===== src/rtl/alu_cmd_seq.sv =====
// rtl/alu_cmd_seq.sv - command FIFO and serialising sequencer in front of a combinational ALU
// Optional response counters (stat_done, stat_divz) are built when ALU_SEQ_STATS_EN is defined.
module alu_cmd_seq #(
   parameter int FIFO_DEPTH = 4,
   parameter int OPW        = 4,
   parameter int DW         = 8,
   parameter int RW         = 16
) (
   input  logic           clk,
   input  logic           reset,
   input  logic           cmd_valid,
   output logic           cmd_ready,
   input  logic [OPW-1:0] cmd_opcode,
   input  logic [DW-1:0]  cmd_a,
   input  logic [DW-1:0]  cmd_b,
   input  logic           cmd_use_acc,
   output logic [DW-1:0]  alu_a,
   output logic [DW-1:0]  alu_b,
   output logic [OPW-1:0] alu_opcode,
   input  logic [RW-1:0]  alu_result,
   output logic           rsp_valid,
   input  logic           rsp_ready,
   output logic [RW-1:0]  rsp_result,
   output logic           rsp_err
`ifdef ALU_SEQ_STATS_EN
   ,
   output logic [15:0]    stat_done,
   output logic [15:0]    stat_divz
`endif
);

   localparam int AW = $clog2(FIFO_DEPTH);

   localparam logic [OPW-1:0] OP_NOP = OPW'(0);
   localparam logic [OPW-1:0] OP_DIV = OPW'(4);
   localparam logic [OPW-1:0] OP_CLR = OPW'(13);

   typedef enum logic [1:0] {IDLE, DRIVE, RESP} state_t;

   state_t         state;
   logic [AW:0]    wr_ptr;
   logic [AW:0]    rd_ptr;
   logic [RW-1:0]  acc;

   logic [OPW-1:0] q_op  [FIFO_DEPTH];
   logic [DW-1:0]  q_a   [FIFO_DEPTH];
   logic [DW-1:0]  q_b   [FIFO_DEPTH];
   logic           q_acc [FIFO_DEPTH];

   logic          empty;
   logic          full;
   logic          push;
   logic [AW-1:0] rd_idx;
   logic          op_is_nop;

   // The extra MSB on each pointer separates full (MSBs differ) from empty (equal).
   assign empty     = (wr_ptr == rd_ptr);
   assign full      = (wr_ptr[AW] != rd_ptr[AW]) && (wr_ptr[AW-1:0] == rd_ptr[AW-1:0]);
   assign cmd_ready = !full;
   assign push      = cmd_valid && cmd_ready;
   assign rd_idx    = rd_ptr[AW-1:0];
   assign op_is_nop = (alu_opcode == OP_NOP) || (alu_opcode > OP_CLR);

   always_ff @(posedge clk) begin
      if (push) begin
         q_op[wr_ptr[AW-1:0]]  <= cmd_opcode;
         q_a[wr_ptr[AW-1:0]]   <= cmd_a;
         q_b[wr_ptr[AW-1:0]]   <= cmd_b;
         q_acc[wr_ptr[AW-1:0]] <= cmd_use_acc;
      end
   end

   always_ff @(posedge clk or posedge reset) begin
      if (reset) begin
         wr_ptr <= '0;
      end else if (push) begin
         wr_ptr <= wr_ptr + 1'b1;
      end
   end

   always_ff @(posedge clk or posedge reset) begin
      if (reset) begin
         state      <= IDLE;
         rd_ptr     <= '0;
         alu_a      <= '0;
         alu_b      <= '0;
         alu_opcode <= OP_NOP;
         acc        <= '0;
         rsp_valid  <= 1'b0;
         rsp_result <= '0;
         rsp_err    <= 1'b0;
`ifdef ALU_SEQ_STATS_EN
         stat_done  <= '0;
         stat_divz  <= '0;
`endif
      end else begin
         case (state)
            IDLE: begin
               if (!empty) begin
                  rd_ptr     <= rd_ptr + 1'b1;
                  alu_a      <= q_acc[rd_idx] ? acc[DW-1:0] : q_a[rd_idx];
                  alu_b      <= q_b[rd_idx];
                  alu_opcode <= q_op[rd_idx];
                  state      <= DRIVE;
               end
            end
            DRIVE: begin
               rsp_valid <= 1'b1;
               rsp_err   <= 1'b0;
               state     <= RESP;
               if (alu_opcode == OP_DIV && alu_b == '0) begin
                  rsp_result <= '1;
                  rsp_err    <= 1'b1;
               end else if (op_is_nop) begin
                  rsp_result <= acc;
               end else if (alu_opcode == OP_CLR) begin
                  rsp_result <= '0;
                  acc        <= '0;
               end else begin
                  rsp_result <= alu_result;
                  acc        <= alu_result;
               end
            end
            RESP: begin
               if (rsp_ready) begin
                  rsp_valid <= 1'b0;
                  state     <= IDLE;
`ifdef ALU_SEQ_STATS_EN
                  stat_done <= stat_done + 16'd1;
                  if (rsp_err) stat_divz <= stat_divz + 16'd1;
`endif
               end
            end
            default: state <= IDLE;
         endcase
      end
   end

endmodule

===== config.mk =====
export PLATFORM = sky130hd
export DESIGN_NAME = alu_cmd_seq
export DESIGN_NICKNAME = d
export VERILOG_FILES = /design/src/rtl/alu_cmd_seq.sv
export SDC_FILE = /design/constraint.sdc
export NUM_CORES = 1
export LEC_CHECK = 0
export CORE_MARGIN = 2
export CORE_UTILIZATION = 50
export CTS_CLUSTER_DIAMETER = 120
export DETAILED_ROUTE_END_ITERATION = 12
export DONT_BUFFER_PORTS = 1
export GPL_TIMING_DRIVEN = 0
export PLACE_DENSITY = 0.68
export SLEW_MARGIN = 10
export SYNTH_ARGS = -nofsm -noshare
export SYNTH_HDL_FRONTEND = slang
export SYNTH_SLANG_ARGS = --single-unit

===== constraint.sdc =====
create_clock -name clk -period 2.1 [get_ports clk]
set_clock_uncertainty 0.15 [all_clocks]
set_input_delay 0.525 -clock clk [delete_from_list [all_inputs] [get_ports clk]]
set_output_delay 0.525 -clock clk [all_outputs]
set_load 0.02 [all_outputs]

==> results.toml, run 1 <==
[run_status]
outcome = "finished clean"

[power_and_ir_drop]
p_seq_share_pct = 43.1
clockPowerShare_pct = 23.9
finalPower_mw = 12.1
vdd_drop_max_v = 0.000924
p_switching_mw = 4.35
leakage_nw = 2.54
pwr_density_cell_nw_per_um2 = 1780
p_comb_share_pct = 33.1
p_sw_share_pct = 35.9
p_int_mw = 7.75

[layout]
regArea_sq_um = 4080
fillers = 865
multi_input_comb_area_sq_um = 1740
drive_gt1_share_pct = 26.7
fin_cells = 544
syn2layout_area_growth_pct = 15.9
layout.nets = 434
n_antenna_cell = 0

[cts]
clkTransAtPathRegs_ns = 0.06
cts_buffers = 17
cts_max_level = 4
clk_latency_ns = 0.42
root_buffer = "clkbuf_16"
cts_tree = "done"
clockBufferDepth = 2
clkSinkCount = 146

[synth]
ys_seq_area_share_pct = 69.6
syn_nets = 408
synth_adder_area_share_pct = 1.07
synth_edf_count = 84
muxShareOfSynthArea_pct = 12.9
yosys_register_bits = 146
netlist_area_sq_um = 5850
synth_area_leaders = "edfxtp_1, dfrtp_1, mux4_2"
syn_area_per_cell_sq_um = 16.2
yosys.area.top_type = "edfxtp_1"
ys_types = 39
yosysTopAreaCellShare_pct = 43.1
synthArstFlopShare_pct = 42.5
ys.flop_type = "edfxtp_1"
synth_compound_area_share_pct = 7.52
synthCells = 362
ys_warn_count = 0
synthXorXnorAreaFrac_pct = 1.33
synth_top_family_by_area = "multiplexers"
yosys.area_share.simple_pct = 5.17

[sta]
tightestPinTransition_ns = 0.673
setup_viol = 0
layout_min_cycle_time_ns = 2.07
fmax_mhz = 483
final-hold-violation-count = 0
slew_viol_final = 0
setup_tns_ns = 0
rsz0062_at_grt = "true"
post-route-period-util_pct = 98.7
max_slew_margin_pct = 55.1

[critical_path]
cp.arrival_ns = 2.01
critical_path.cell_chain = "buf_4 -> xnor2_4 -> a31oi_2 -> and2_4"
setup.worst_path.start_class = "register"
cp.required_ns = 2.03
critPathKind = "register to register"
crit_fanout = 22
rrSetupSlack_ns = 0.03
slowest_stage = "and2_4"
critical_path.max_stage_delay_ns = 0.46
endpoint_kind = "register"

[route]
finalWirelength_um = 11000
drc_errors = 0
viasPerCell = 5.66
drt_iter0_drc = 214
ant_nets = 0
drt-pass1-iter-count = 4
wl_per_cell_um = 20.3
num_vias = 3080

[worst_hold_path]
hold_path_class = "input port to register"

[place]
dp.cells = 506
place_congestion = 0.795
dp_hpwl_um = 7190
io_buffers = 0

[run]
drv_cap = 0

[floorplan]
core_area_sq_um = 11400
io_pins = 80
start_util_pct = 51.3
fp-row-count = 39
die_area_sq_um = 12600
die_x_um = 112
die_h_um = 112

[global_route]
antenna_found_initial = 0
grt_overflow_total = 0
grt_usage_pct = 18.7
grt_pass1_vias = 3270
grt_start_max_net_pins = 40
grt_pass1_wl_um = 17400
flip-flops by register name (all words and copies together) (netlist names):
name / count
q_acc: 4
rsp_valid: 1
rd_ptr: 3
alu_b: 8
rsp_result: 16
state: 2
alu_opcode: 4
acc: 16
alu_a: 8
q_a: 32
q_op: 16
q_b: 32
wr_ptr: 3
rsp_err: 1
cell usage after synthesis, types with 2 or more instances:
master	n
ha_1	5
mux2i_1	9
a21oi_1	28
clkbuf_1	6
nand3_1	2
and3_1	3
a31oi_2	2
nand2_1	14
mux4_2	21
nor2_1	27
nand2b_1	2
nor4_2	2
a22oi_1	13
dfrtp_1	62
buf_2	10
mux2_4	9
inv_1	7
o21ai_0	4
nor2b_1	4
o2111ai_1	3
o21ai_1	10
o21a_1	7
xnor2_1	4
mux2_2	2
and2_1	5
mux2_1	3
edfxtp_1	84
xor2_1	3
routing by layer:
| layer | part of all wire (%) | wire length [um] | track usage [%] | vias up |
|---|---|---|---|---|
| li1 | - | - | - | 1423 |
| met3 | 8.3 | 916 | 9.23 | 15 |
| met4 | 1.4 | 157 | 7.15 | 0 |
| met5 | 0 | 0 | 0 | - |
| met2 | 49 | 5400 | 29.2 | 88 |
| met1 | 41 | 4570 | 22.5 | 1554 |
power by group through the flow:
stage                     Combinational (mW)  Sequential, mW  Clock, mW
after detailed placement                3.74            5.22          0
final                                   4.00            5.21       2.88
after CTS                               3.91            5.21       2.94
after global routing                    4.41            5.32       3.07
after global placement                  3.65            5.17          0
after floorplan                         3.03            4.99          0
through the flow:
stage	worst slack, ns	hold WS, ns	util (%)	area (sq um)
final	0.0278	0.0414	59.4	6790
after global routing	-0.0631	0.0135	59.4	6790
after CTS	-0.167	0.0232	58.8	6710
after detailed placement	-0.211	0.348	53.1	6060
after global placement	-0.207	0.346	52.9	6040
after floorplan	0.187	0.328	-	5860
repair_timing:
action | CTS | global route
pin swaps | 1 | 3
hold endpoints to repair | 23 | 0
setup buffers | 1 | 4
gates resized for setup | 12 | 16
hold buffers | 1 | 0
setup endpoints to repair | 118 | 126
cell usage in the layout (no fill, tap or decap), drive strengths merged, types with 10 or more instances in the layout:
cell type  Yosys  routed
a22oi         13      13
mux4          21      21
clkbuf         6      24
a21oi         28      28
mux2          14      14
nand2         14      14
buf           13      18
dfrtp         62      62
inv            9      10
nor2          27      27
clkinv         0      11
o21ai         14      14
edfxtp        84      84
worst max-delay path: cells and delay by family (launching register included):
| kind | cells | cell delay, ns |
|---|---|---|
| simple gates | 1 | 0.46 |
| compound gates | 1 | 0.39 |
| buf+inv | 1 | 0.17 |
| flops | 1 | 0.38 |
| xor+xnor | 1 | 0.16 |
area by class of cell:
| class | count | area share (%) |
|---|---|---|
| Tap cell | 143 | 2.64 |
| Sequential cell | 146 | 60.1 |
| Buffer | 19 | 1.68 |
| Inverter | 9 | 0.627 |
| Multi-Input combinational cell | 188 | 25.6 |
| Clock buffer | 17 | 6.27 |
| Timing Repair Buffer | 7 | 0.996 |
| Clock inverter | 15 | 2.08 |
final timing paths:
| kind | from | to | depth (start not counted) |
|---|---|---|---|
| worst max-delay path | rd_ptr[0] | q_a[3][4] | 4 |
| worst min-delay path | cmd_use_acc | q_acc[0] | 0 |
| worst max register to register | rd_ptr[0] | q_a[3][4] | 4 |
| worst min register to register | acc[15] | acc[15] | 1 |
| max in group asynchronous | reset | alu_a[5] | 3 |
| min in group asynchronous | reset | state[1] | 2 |
cell families after synthesis:
logic type | count (synthesis)
xor gates and xnor gates | 8
buffers and inverters | 28
AOI/OAI and AO/OA | 69
and+or+nand+nor | 62
adders and majority gates | 5
muxes | 44
DFF | 146
(Power assumes the default switching activity.)
==> run 2: changes to the inputs <==
Settings changed: ABC_AREA set to 1, CORE_UTILIZATION 50 to 57, PLACE_DENSITY 0.68 to 0.75.
==> run 2 against run 1 <==
  * Non-clock buffer count increased by 37
  * Worst hold slack got worse by 0.00080 ns
  * Global-route usage rose by 7.8 points
  * Routed wire length rose by 33%
  * Setup slack got worse by 0.0056 ns
  * Area after synthesis grew 6.9%
  * Cell count grew 56%
  * Critical endpoint is now cmd_ready
  * Largest cell class unchanged
  * Largest power group unchanged
==> results.toml, run 2 <==
[run_status]
outcome = "finished clean"

[route]
finalWirelength_um = 14700
wl_per_cell_um = 17.3
ant_nets = 0
num_vias = 4628
viasPerCell = 5.45
drc_errors = 0
drt-pass1-iter-count = 5
drt_iter0_drc = 421

[place]
pre_cts_ws_ns = -0.650
place_congestion = 0.831
dp_hpwl_um = 8880
io_buffers = 0

[synth]
yosys.area.top_type = "edfxtp_1"
synthArstFlopShare_pct = 42.5
synth_area_leaders = "edfxtp_1, dfrtp_1, nand2_1"
syn_nets = 683
syn_area_per_cell_sq_um = 9.82
synth_edf_count = 84
yosysMostFrequentCell = "nand2_1"
synth_commonest_cells = "nand2_1, edfxtp_1, nor2_1"
yosys_register_bits = 146
yosysTopAreaCellShare_pct = 40.3
synthCells = 637
ys.flop_type = "edfxtp_1"
ys_types = 26
netlist_area_sq_um = 6260
ys_warn_count = 0
ys_seq_area_share_pct = 65.1

[global_route]
antenna_found_initial = 0
grt_overflow_total = 0
grt_usage_pct = 26.4
grt_start_max_net_pins = 35
grt_pass1_vias = 4716
grt_pass1_wl_um = 23200

[floorplan]
die_x_um = 109
io_pins = 80
fp-row-count = 38
start_util_pct = 58.0
die_area_sq_um = 11800
core_area_sq_um = 10800
die_h_um = 109

[layout]
mostFrequentLayoutCells = "nand2_1, edfxtp_1, nor2_1"
layout.nets = 742
n_antenna_cell = 0
syn2layout_area_growth_pct = 20.1
layout_commonest_cell = "nand2_1"
drive_gt1_share_pct = 13.4

[sta]
max_slew_margin_pct = 56.2
rsz0062_at_grt = "true"
final-hold-violation-count = 0
setup_slack_ns = 0.0222
tightestPinTransition_ns = 0.655
layout_min_cycle_time_ns = 2.08
slew_viol_final = 0
fmax_mhz = 481
post-route-period-util_pct = 98.9
setup_viol = 0

[cts]
cts_buffers = 17
clkSinkCount = 146
clockBufferDepth = 2
clkTransAtPathRegs_ns = 0.06
clk_latency_ns = 0.53
root_buffer = "clkbuf_8"
cts_max_level = 4
cts_tree = "done"

[critical_path]
crit_fanout = 9
path_buf_inv = 1
critical_path.max_stage_delay_ns = 0.39
cp.arrival_ns = 1.40
critical_path.cell_chain = "buf_6 -> xnor2_4 -> nand3b_4"
endpoint_kind = "output port"
cp.required_ns = 1.42
slowest_stage = "dfrtp_1"
setup.worst_path.start_class = "register"
path_delay_family = "flip-flops"
critPathKind = "register to output port"

[power_and_ir_drop]
p_int_mw = 7.36
clockPowerShare_pct = 23.0
leakage_nw = 3.36
p_seq_share_pct = 40.1
vdd_drop_max_v = 0.000839
p_switching_mw = 5.29
p_comb_share_pct = 36.9
finalPower_mw = 12.6
pwr_density_cell_nw_per_um2 = 1680
p_sw_share_pct = 41.8

[worst_hold_path]
hold_path_class = "input port to register"

[run]
drv_cap = 0
[run 2: cell count changes after synthesis, moves of 13 or more]
cell and change:
nand2_1 +197, nand3_1 +58, nor2_1 +57, inv_1 +39, a21oi_1 -28, o21ai_0 +22, mux4_2 -21, a22oi_1 -13
[run 2: path summary, 6_finish.rpt]
kind / start / end / slack (ns) / depth (start not counted)
min reg2reg: acc[8] / acc[8] / 0.33 / 2
max: rd_ptr[0] / cmd_ready / 0.02 / 3
max in group asynchronous: reset / rd_ptr[1] / 0.81 / 3
max reg2reg: rd_ptr[2] / q_op[1][2] / 0.17 / 6
min: rsp_ready / rsp_valid / 0.04 / 3
min in group asynchronous: reset / acc[15] / 0.41 / 2
[run 2: layer usage]
metal / vias to the layer above / wire, um / global-route usage (%)
li1: 2199 / - / -
met1: 2196 / 5710 / 31.3
met2: 209 / 7460 / 45.4
met3: 24 / 1110 / 6.87
met4: 0 / 400 / 11.8
met5: - / 0 / 0
[run 2: worst min-delay path: stages]
cell and delay (ns):
nand3_1 0.06, o21ai_0 0.07, inv_1 0.04
[run 2: layout make-up]
class,instances,area [sq um]
repair buffers,36,393
clock buffers,17,414
clock inverters,15,156
multi-input cells,419,1930
plain buffers,27,176
fillers,801,3280
flip-flops and latches,146,4080
well taps,140,175
inverters,49,190
[run 2: logic make-up after synthesis]
logic type | count (synthesis) | synth area share (%)
buffers and inverters | 76 | 5.74
flip-flops | 146 | 65.1
AND/OR/NAND/NOR | 367 | 24.1
adder cells (fa/ha/maj) | 5 | 1.00
AO/OA/AOI/OAI | 40 | 3.52
XOR/XNOR | 3 | 0.540
[run 2: power by group through the flow]
| stage | combinational [mW] | sequential [mW] | clock, mW |
|---|---|---|---|
| finish | 4.67 | 5.07 | 2.91 |
| global route | 5.22 | 5.18 | 3.04 |
| CTS | 4.63 | 5.07 | 2.91 |
| detailed placement | 4.08 | 5.13 | 0 |
| global placement | 3.94 | 5.09 | 0 |
| floorplan | 3.15 | 4.91 | 0 |
[run 2: what timing repair did]
item | CTS | global route
setup endpoints to repair | 85 | 1
hold buffers | 24 | 0
pin swaps | 10 | 0
endpoints found under the hold margin | 116 | 0
gates resized for setup | 16 | 3
setup buffers | 11 | 0
cloned | 4 | 0
[run 2: stage by stage]
| step | util [%] | hold slack, ns | instance area (sq um) | std cells | TNS [ns] |
|---|---|---|---|---|---|
| 2_1_floorplan | - | 0.299 | 6270 | 637 | -9.56 |
| 3_3_place_gp | 59.7 | 0.312 | 6450 | 777 | -51.28 |
| 3_5_place_dp | 59.9 | 0.316 | 6470 | 778 | -53.36 |
| 4_1_cts | 69.6 | 0.0294 | 7510 | 849 | 0 |
| 5_1_grt | 69.6 | 0.0873 | 7510 | 849 | -0.0305 |
| 6_report | 69.6 | 0.0406 | 7510 | 849 | 0 |
==> run 3: changes to the inputs <==
Settings changed: CORE_ASPECT_RATIO set to 2.
==> run 3 against run 2 <==
  * Sequential share of layout area increased by 1.3 points
  * Total power up 0.91%
  * Largest power group unchanged
  * Sequential power barely moved
  * Die area increased by 0.43%
  * Clock-buffer cell count increased by 2
  * Utilization is 1.8 points lower
  * Flip-flop and latch count is the same
  * Global-route usage down 0.52 points
  * Cell count down 2.7%
  * Highest routed layer unchanged
  * Critical path depth did not move
==> results.toml, run 3 (synthesized netlist as in run 2, its figures left out) <==
[run_status]
outcome = "finished clean"

[cts]
root_buffer = "clkbuf_16"
cts_buffers = 17
clkTransAtPathRegs_ns = 0.06
clockBufferDepth = 2
cts_max_level = 4
clkSinkCount = 146
cts_tree = "done"
clk_latency_ns = 0.42

[route]
drc_errors = 0
drt_iter0_drc = 332
topRoutingLayerUsed = "met4"
wl_met1_um = 4900
drt-pass1-iter-count = 7
wl_per_cell_um = 17.8
wl_met2_um = 8400
num_vias = 4480
finalWirelength_um = 14700
ant_nets = 0
viasPerCell = 5.42
route.met3.wl_um = 831

[layout]
design_area_sq_um = 7330
drive_gt1_share_pct = 13.6
fin_cells = 826
mostFrequentLayoutCells = "nand2_1, edfxtp_1, nor2_1"
syn2layout_area_growth_pct = 17.1
layout_commonest_cell = "nand2_1"
n_antenna_cell = 0
final_util_pct = 67.8
layout.nets = 719

[critical_path]
setup.worst_path.start_class = "register"
path_delay_family = "flip-flops"
crit_fanout = 9
critPathKind = "register to output port"
cp.required_ns = 1.42
critical_path.cell_chain = "buf_4 -> xnor2_4 -> nand3b_4"
cp.arrival_ns = 1.38
path_buf_inv = 1
critical_path.max_stage_delay_ns = 0.39
slowest_stage = "dfrtp_1"
endpoint_kind = "output port"

[global_route]
grt_usage_pct = 25.9
grt_pass1_vias = 4716
antenna_found_initial = 0
grt_pass1_wl_um = 23100
grt_start_max_net_pins = 35
grt_overflow_total = 0

[sta]
setup_viol = 0
max_slew_margin_pct = 49.5
layout_min_cycle_time_ns = 2.05
tightestPinTransition_ns = 0.757
final-hold-violation-count = 0
fmax_mhz = 487
post-route-period-util_pct = 97.7
timing.hold.ws_ns = 0.0514
slew_viol_final = 0

[power_and_ir_drop]
vdd_drop_max_v = 0.00129
leakage_nw = 3.28
finalPower_mw = 12.8
pwr_density_cell_nw_per_um2 = 1740

[floorplan]
io_pins = 80
start_util_pct = 57.9
core_area_sq_um = 10800
fp-row-count = 54
die_area_sq_um = 11900
die_h_um = 152
die_x_um = 78.1

[place]
place_congestion = 0.849
dp.cells = 778
dp_hpwl_um = 9720
io_buffers = 0
placed_area_sq_um = 6470

[run]
drv_cap = 0

[worst_hold_path]
hold_path_class = "input port to register"
run 3: cell types whose count changed in the layout (fill, tap and decap cells not counted), sizes merged:
cell | before | now
inv | 53 | 52
clkinv | 6 | 4
dlygate4sd3 | 24 | 1
clkbuf | 21 | 23
bufinv | 2 | 3
run 3: stage by stage:
step           setup TNS (ns)  worst slack [ns]
5_1_grt               -0.0121           -0.0121
3_3_place_gp           -57.80            -0.702
6_report                    0            0.0479
4_1_cts                     0            0.0104
3_5_place_dp           -59.62            -0.734
2_1_floorplan           -9.56            -0.114
run 3: worst paths after layout:
kind                                 from  slack [ns]  cells past startpoint         to
worst max-delay path            rd_ptr[0]        0.05                      3  cmd_ready
worst min-delay path             cmd_a[6]        0.05                      0  q_a[3][6]
worst max register to register  rd_ptr[2]        0.17                      7   q_acc[1]
worst min register to register    acc[13]        0.34                      2    acc[13]
max in group asynchronous           reset        0.63                      3  rd_ptr[1]
min in group asynchronous           reset        0.56                      2  rsp_valid
run 3: routing by layer:
layer | up-vias | global-route usage, %
met2 | 155 | 49.5
met5 | - | 0
li1 | 2141 | -
met4 | 0 | 14.4
met3 | 39 | 6.40
met1 | 2145 | 23.9
run 3: cell type report:
type / count / area (sq um)
Sequential cell: 146 / 4080
Fill cell: 828 / 3480
Multi-Input combinational cell: 419 / 1930
Clock buffer: 19 / 433
Inverter: 49 / 190
Clock inverter: 13 / 175
Timing Repair Buffer: 13 / 175
Tap cell: 140 / 175
Buffer: 27 / 173
run 3: where the power goes:
group	internal [mW]	total [mW]	switching, mW
logic	1.59	4.60	3.02
clock network	1.89	3.06	1.17
registers	4.03	5.10	1.07
run 3: repair_timing:
item	CTS	global route
hold endpoints to repair	33	0
setup buffers	11	0
gates cloned	4	0
resized for setup	12	3
hold buffers	1	0
pin swaps	8	2
setup endpoints to repair	85	1
